==> config.mk <==
export PLATFORM = sky130hd
export DESIGN_NAME = gf180mcu_fd_sc_mcu9t5v0__norn_filt
export DESIGN_NICKNAME = d
export VERILOG_FILES = /design/src/rtl/gf180mcu_fd_sc_mcu9t5v0__norn_filt.sv
export SDC_FILE = /design/constraint.sdc
export NUM_CORES = 1
export LEC_CHECK = 0
export CORE_AREA = 2 2 39 41
export CTS_BUF_LIST = sky130_fd_sc_hd__clkbuf_4 sky130_fd_sc_hd__clkbuf_8
export DETAILED_ROUTE_END_ITERATION = 12
export DIE_AREA = 0 0 41 43
export SLEW_MARGIN = 10
export SYNTH_ARGS = -nofsm -noshare
export SYNTH_HDL_FRONTEND = slang
export SYNTH_SLANG_ARGS = --single-unit
==> constraint.sdc <==
create_clock -name CLK -period 2.1 [get_ports CLK]
set_input_delay 0.315 -clock CLK [delete_from_list [all_inputs] [get_ports CLK]]
set_output_delay 0.315 -clock CLK [all_outputs]
set_load 0.005 [all_outputs]
==> src/rtl/gf180mcu_fd_sc_mcu9t5v0__norn_filt.sv <==
// Masked N-input NOR, registered, with a consecutive-cycle glitch filter, edge pulses and optional sticky flag.
// Optional sticky flag and its CLR input are built only when GF180MCU_FD_SC_MCU9T5V0_NORN_STICKY_EN is defined.
module gf180mcu_fd_sc_mcu9t5v0__norn_filt #(
  parameter int WIDTH = 4,
  parameter int FILT  = 3
) (
  input  logic             CLK,
  input  logic             RN,
  input  logic             EN,
  input  logic [WIDTH-1:0] A,
  input  logic [WIDTH-1:0] MASK,
  input  logic             CLR,
  output logic             ZN_RAW,
  output logic             ZN,
  output logic             RISE,
  output logic             FALL,
  output logic             STICKY
);

  localparam int CW = (FILT > 1) ? $clog2(FILT) : 1;
  localparam logic [CW-1:0] CNT_LAST = CW'(FILT - 1);

  logic          raw;
  logic          zn_raw_q, zn_raw_d;
  logic          zn_q, zn_d;
  logic          rise_q, rise_d;
  logic          fall_q, fall_d;
  logic [CW-1:0] cnt_q, cnt_d;

  assign raw = ~|(A & ~MASK);

  // The filter compares the registered sample, so ZN lags ZN_RAW by exactly FILT edges.
  always_comb begin
    zn_raw_d = zn_raw_q;
    zn_d     = zn_q;
    cnt_d    = cnt_q;
    rise_d   = 1'b0;
    fall_d   = 1'b0;
    if (EN) begin
      zn_raw_d = raw;
      if (zn_raw_q != zn_q) begin
        if (cnt_q == CNT_LAST) begin
          zn_d   = zn_raw_q;
          cnt_d  = '0;
          rise_d = zn_raw_q;
          fall_d = ~zn_raw_q;
        end else begin
          cnt_d = cnt_q + 1'b1;
        end
      end else begin
        cnt_d = '0;
      end
    end
  end

  always_ff @(posedge CLK) begin
    if (!RN) begin
      zn_raw_q <= 1'b0;
      zn_q     <= 1'b0;
      cnt_q    <= '0;
      rise_q   <= 1'b0;
      fall_q   <= 1'b0;
    end else begin
      zn_raw_q <= zn_raw_d;
      zn_q     <= zn_d;
      cnt_q    <= cnt_d;
      rise_q   <= rise_d;
      fall_q   <= fall_d;
    end
  end

  assign ZN_RAW = zn_raw_q;
  assign ZN     = zn_q;
  assign RISE   = rise_q;
  assign FALL   = fall_q;

`ifdef GF180MCU_FD_SC_MCU9T5V0_NORN_STICKY_EN
  logic sticky_q, sticky_d;

  // A rise being registered this edge beats a simultaneous clear.
  always_comb begin
    sticky_d = sticky_q;
    if (rise_d)
      sticky_d = 1'b1;
    else if (EN && CLR)
      sticky_d = 1'b0;
  end

  always_ff @(posedge CLK) begin
    if (!RN)
      sticky_q <= 1'b0;
    else
      sticky_q <= sticky_d;
  end

  assign STICKY = sticky_q;
`else
  logic unused_clr;
  assign unused_clr = CLR;
  assign STICKY     = 1'b0;
`endif

endmodule
* Word level (Yosys, flattened, before mapping)
Cells that the tools add are included.
** Cells by class
- Add/sub/neg operators :: 1
- Equality and inequality tests :: 2
- Mux-type cells :: 2
- Bitwise gates (word level) :: 3
- Reduce and logical (&&, ||, !) cells :: 4
** Operators by type and width (number)
- $and 4x4->4 :: 1
- $mux 2 :: 2
- $not 4->4 :: 1
- $reduce_and 4->1 :: 1
- $reduce_or 4->1 :: 1
- $reduce_and 3->1 :: 1
- $add 2x1->2 const B :: 1
- $eq 2x2->1 const B :: 1
- $logic_not 1->1 :: 1
- $ne 1x1->1 :: 1
- $not 1->1 :: 1
** Word-level totals
- Register bits :: 6
- Input port bits :: 12
- Output and inout bits :: 5
- Word-level logic and storage cells :: 17

* Depth between registers and ports, before layout
Gate-level depths: netlist of run 1.
- Depth after elaboration :: 4
- Gate-level depth with buffers :: 3
- Gate-level depth less buffers :: 3

* Worst setup path before layout of run 1
No wires, ideal clock.
- Path kind :: reg2reg
- Start point :: register zn_raw_q, in the netlist ZN_RAW
- End point :: register cnt_q[0]
- Data arrival time :: 0.799 ns
- Required time :: 1.985 ns
- Slack :: 1.186 ns
- Stages on the path, launching flop included :: 4
- Period minus slack after synthesis :: 0.914 ns
- Cell sequence :: dfxtp_1 > xnor2_1 > nor4b_2 > o21a_1
** On the way
- Cells in the longest elaborated chain, start to end :: 2
** RTL lines
- from (decl) :: RTL line 24 : logic zn_raw_q, zn_raw_d;
- from (signal assigned) :: RTL line 64 : zn_raw_q <= zn_raw_d;
- $ne 1x1->1 :: RTL line 41 : if (zn_raw_q != zn_q) begin
- $mux 2 :: RTL line 41
- to (signal assigned) :: RTL line 66 : cnt_q <= cnt_d;
- to (decl) :: RTL line 28 : logic [CW-1:0] cnt_q, cnt_d;
No other way between the ends.
A chain may end at the register's enable or synchronous reset.

* Worst setup path in the final report of run 1
- Start point :: register zn_raw_q, in the netlist ZN_RAW
- End point :: output ZN_RAW
** RTL lines
- to (decl) :: RTL line 13 : output logic ZN_RAW,
No word-level cell between the ends.

==> results.py, run 1 <==
metrics = {
    "pwr": {
        "p_leak_nw": 0.1742,
        "power.density_mw_per_mm2": 555.7,
        "ir_worst_vdd_mv": 0.1887,
    },
    "flow_run": {
        "cap_viol_max_count": 0,
    },
    "clocking": {
        "cts_tree": "done",
        "post_cts_buffers": 0,
        "cts_buffers": 3,
        "cts_hold_repair.buffers": 0,
        "cts_root_buf": "clkbuf_4",
        "cts_sinks": 6,
        "cts_buffer_depth": 2,
        "post_cts_resize_count": 0,
        "path_clk_slew_ns": 0.05,
        "insertion_delay_ns": 0.24,
        "cts_htree_levels": 1,
    },
    "floorplanning": {
        "core-area_mm2": 0.001384,
        "die-width_um": 41,
        "start_util_pct": 20.61,
        "ios": 17,
        "rows": 14,
        "die_area_mm2": 0.001763,
        "die_y_um": 43,
    },
    "cells_and_area": {
        "insertedDiodeCount": 0,
        "fillers": 152,
        "layout_commonest_cell": "clkdlybuf4s50_1",
        "syn_to_final_growth_pct": 61.40,
        "layout-drive-gt1-share_pct": 8.511,
        "nNetsFinal": 61,
        "final_cell_mix": "clkdlybuf4s50_1 (14), dfxtp_1 (6), inv_1 (4)",
    },
    "timing": {
        "maxClockFrequency_mhz": 660.3,
        "rsz0062_at_grt": "false",
        "post-route-min-period_ns": 1.515,
        "fin_crit_sh_pct": 72.12,
        "drv_slew": 0,
        "fin_tns_setup_ns": 0,
        "fin_skew_ns": 0.001796,
        "final_hold_viol_count": 0,
        "setup_viol": 0,
        "holdWs_ns": 0.5097,
    },
    "worst_setup_path": {
        "crit_buf_inv": 1,
        "crit_chain": "clkdlybuf4s50_1",
        "cp_top_family": "buffers and inverters",
        "crit_required_ns": 1.78,
        "endpoint_kind": "primary output",
        "critPathKind": "register to primary output",
        "rr_startpoint": "ZN_RAW",
        "critPathArrivalTime_ns": 1.20,
        "start_kind": "register",
        "critPathMaxFanout": 6,
        "cpMaxStageDelayCell": "clkdlybuf4s50_1",
        "slowest_delay_ns": 0.54,
        "crit_path_start": "ZN_RAW",
    },
    "synth": {
        "ys_types": 16,
        "synth_xor_area_share_pct": 3.070,
        "synthCells": 31,
        "seq_area_frac_synth_pct": 42.11,
        "syn_area_um2": 285.3,
        "synth_top_family_by_area": "simple AND/OR/NAND/NOR gates",
        "ys_ff_latch": 6,
        "synthSimpleGateAreaFrac_pct": 29.82,
        "synth.avg_cell_area_um2": 9.202,
        "yosys_warnings": 0,
        "syn-num-nets": 43,
        "synth-compound-area-share_pct": 12.28,
        "synthMuxAreaShare_pct": 3.509,
        "synthAdderAreaFrac_pct": 0,
    },
    "route": {
        "drc": 0,
        "wire_per_inst_um": 8.127,
        "dr.pass1.iters": 2,
        "via_per_inst": 4.175,
        "num_vias": 263,
        "ant_nets": 0,
        "drtIter0Drc": 2,
        "wl_um": 512,
    },
    "run_status": {
        "status": "finished, final reports clean",
    },
    "placed_design": {
        "port_buffers": 14,
        "gp_congestion": 0.6566,
        "hpwlAfterDp_um": 393.1,
    },
    "global_route": {
        "grt_overflow_total": 0,
        "grtUsageTotal_pct": 8.442,
        "grt_max_degree": 9,
        "grt_pass1_vias": 247,
        "antenna_found_initial": 0,
        "grt_pass1_wl_um": 910,
    },
    "min_path": {
        "hold_class": "register to register",
        "hold_start": "ZN",
    },
}
[path summary, 6_finish.rpt]
path,slack (ns),depth (start not counted),to
setup reg to reg,1.13,3,cnt_q[1]
hold reg to reg,0.51,1,RISE
setup / recovery,0.59,1,ZN_RAW
hold / removal,0.51,1,RISE
[worst register-to-register path, cell delays in order, from the launching register on]
cell	delay, ns
dfxtp_1	0.42
xnor2_1	0.19
nor3_1	0.09
o21a_1	0.17
[cell type report]
type                    count  area, um^2  share of cell area [%]
repair buffers             14       140.1                   30.43
clock buffers               3       22.52                   4.891
flip-flops and latches      6       120.1                   26.09
inverters                   4       15.01                   3.261
well taps                  16       20.02                   4.348
multi-input cells          20       142.6                   30.98
[stage by stage]
stage | area, um^2 | util [%] | std cells | power, mW | worst slack (ns)
2_1_floorplan | 285.3 | - | 31 | 0.1305 | 1.186
3_3_place_gp | 437.9 | 31.65 | 60 | 0.1536 | 0.7404
3_5_place_dp | 437.9 | 31.65 | 60 | 0.1539 | 0.7066
4_1_cts | 460.4 | 33.27 | 63 | 0.2640 | 0.5728
5_1_grt | 460.4 | 33.27 | 63 | 0.2739 | 0.5136
6_report | 460.4 | 33.27 | 63 | 0.2559 | 0.5855
[Yosys cell counts (all sizes together)]
master  count  area (um^2)
nor3b       2        15.01
dfxtp       6        120.1
inv         4        15.01
nor2b       3        18.77
conb        1        3.750
o21a        2        15.01
o22ai       2        12.51
o31ai       1        7.510
nor4b       1        15.01
buf         1        7.510
nand3b      2        15.01
mux2i       1        10.01
nor3        1        5.000
nand2       2        7.510
nand4b      1        8.760
xnor2       1        8.760
[flip-flops by register name, indices dropped and copies added (netlist names)]
register  count
RISE          1
ZN_RAW        1
cnt_q         2
FALL          1
ZN            1
[logic make-up (layout without fill, tap and decap cells)]
group | Yosys count | count (layout)
AO/OA/AOI/OAI | 5 | 5
multiplexers | 1 | 1
AND/OR/NAND/NOR | 12 | 12
other | 1 | 1
buffers and inverters | 5 | 21
XOR/XNOR | 1 | 1
flip-flops | 6 | 6
[metal layers]
metal	GRT usage, %	share of wire (%)	routed length [um]
met3	6.806	11	57
met5	0	0	0
met2	10.63	47	239
met4	8.000	0	0
met1	8.065	42	215
[report_power, final]
group	internal (mW)	switching [mW]
Clock	0.0645	0.0401
Sequential	0.116	0.00231
Combinational	0.0236	0.00937
No activity file was read; power rests on OpenSTA's default activity.
==> run 2: changes to the inputs <==
- clock period: 2.1 -> 1.4 ns (I/O delays scaled with it)
==> results.py, run 2 (synthesized netlist as in run 1, its figures left out) <==
metrics = {
    "placed_design": {
        "hpwlAfterDp_um": 399.7,
        "place_area_um2": 445.4,
        "place_ws_ns": 0.1217,
        "port_buffers": 14,
        "gp_congestion": 0.6632,
    },
    "timing": {
        "fin_crit_sh_pct": 93.18,
        "fin_skew_ns": 0.001231,
        "fin_tns_setup_ns": 0,
        "final_hold_viol_count": 0,
        "worst_slack_ns": 0.09541,
        "post-route-min-period_ns": 1.305,
        "holdWs_ns": 0.4608,
        "maxClockFrequency_mhz": 766.5,
        "drv_slew": 0,
        "rsz0062_at_grt": "false",
        "setup_viol": 0,
    },
    "worst_setup_path": {
        "crit_buf_inv": 1,
        "endpoint_kind": "primary output",
        "rr_endpoint": "cnt_q[0]",
        "critPathArrivalTime_ns": 1.09,
        "slowest_delay_ns": 0.50,
        "r2r_slack_ns": 0.37,
        "crit_path_start": "ZN",
        "critPathMaxFanout": 5,
        "crit_chain": "clkdlybuf4s50_1",
        "r2r_cells": 4,
        "cp-endpoint": "ZN",
        "critical_path_depth": 1,
        "crit_required_ns": 1.19,
        "rr_startpoint": "ZN_RAW",
        "cp_top_family": "buffers and inverters",
        "start_kind": "register",
        "cpMaxStageDelayCell": "clkdlybuf4s50_1",
        "critPathKind": "register to primary output",
    },
    "global_route": {
        "use_met1_pct": 10.00,
        "use_met2_pct": 9.375,
        "grt_pass1_vias": 242,
        "grt_pass1_wl_um": 959,
        "antenna_found_initial": 0,
        "use_met3_pct": 7.330,
        "grt_overflow_total": 0,
        "grt_max_degree": 9,
        "grt.busiest_layer": "met1",
        "grtUsageTotal_pct": 8.442,
    },
    "clocking": {
        "cts_hold_repair.buffers": 0,
        "cts_htree_levels": 1,
        "cts_buffer_depth": 2,
        "cts_tree": "done",
        "cts_buffers": 3,
        "path_clk_slew_ns": 0.04,
        "cts_root_buf": "clkbuf_4",
        "cts_sinks": 6,
        "insertion_delay_ns": 0.24,
    },
    "pwr": {
        "pwr-share-clk_pct": 39.8,
        "pwr-share-seq_pct": 46.1,
        "ir_worst_vdd_mv": 0.3868,
        "pwr-share-comb_pct": 14.1,
        "p_leak_nw": 0.1800,
        "p_switching_mw": 0.07353,
        "sw_frac_of_total_pct": 19.27,
        "p_int_mw": 0.3080,
        "power.density_mw_per_mm2": 813.1,
    },
    "min_path": {
        "hold_class": "register to register",
        "hold_depth": 1,
    },
    "route": {
        "via_per_inst": 4.141,
        "drc": 0,
        "num_vias": 265,
        "ant_nets": 0,
        "drtIter0Drc": 4,
        "wl_um": 510,
        "wire_per_inst_um": 7.969,
        "dr.pass1.iters": 2,
    },
    "flow_run": {
        "cap_viol_max_count": 0,
    },
    "cells_and_area": {
        "layout-drive-gt1-share_pct": 12.50,
        "insertedDiodeCount": 0,
        "largest_register": "cnt_q",
        "syn_to_final_growth_pct": 64.47,
        "stdcell_area_um2": 469.2,
        "layout_commonest_cell": "clkdlybuf4s50_1",
        "final_cell_mix": "clkdlybuf4s50_1 (14), dfxtp_1 (5), inv_1 (4)",
        "largest_register_ffs": 2,
        "nNetsFinal": 62,
    },
    "run_status": {
        "status": "finished, final reports clean",
    },
    "floorplanning": {
        "start_util_pct": 20.61,
        "rows": 14,
        "die_y_um": 43,
        "core-area_mm2": 0.001384,
        "ios": 17,
        "die-width_um": 41,
        "die_area_mm2": 0.001763,
    },
}
## run 2: power groups by stage
stage	registers [mW]	logic [mW]	clock network (mW)
2_1_floorplan	0.180	0.0158	0
3_3_place_gp	0.179	0.0542	0
3_5_place_dp	0.179	0.0544	0
4_1_cts	0.176	0.0545	0.163
5_1_grt	0.176	0.0601	0.174
6_report	0.176	0.0538	0.152
## run 2: what timing repair did
item	CTS	global route
setup endpoints to repair	0	1
setup buffers	0	0
resized for setup	0	1
hold endpoints to repair	0	0
## run 2: stage by stage
stage          total power, mW  util (%)  std cells
6_report                0.3815     33.91         64
2_1_floorplan           0.1958         -         31
3_3_place_gp            0.2328     32.19         61
5_1_grt                 0.4096     33.91         64
4_1_cts                 0.3936     33.82         64
3_5_place_dp            0.2332     32.19         61
## run 2: worst min-delay path by stage
stage               from       end
detailed placement    ZN      RISE
floorplan             RN  cnt_q[0]
global placement      ZN      RISE
global route          ZN      RISE
finish                ZN      RISE
CTS                   ZN      RISE
## run 2: layer usage
metal	share of wire (%)	vias to the layer above
met4	0.78	0
met3	12	2
met5	0	-
met1	44	110
li1	-	139
met2	43	14
## run 2: area by class of cell
cell class	instances	area [um^2]
fill	142	914.6
timing repair buffer	15	147.6
multi-input combinational	20	142.6
sequential	6	121.4
clock buffer	3	22.52
tap	16	20.02
inverter	4	15.01
==> run 3: changes to the inputs <==
- CAP_MARGIN: default -> 30
==> results of run 3 <==
Final layout, timing and power as in run 2 (identical DEF).
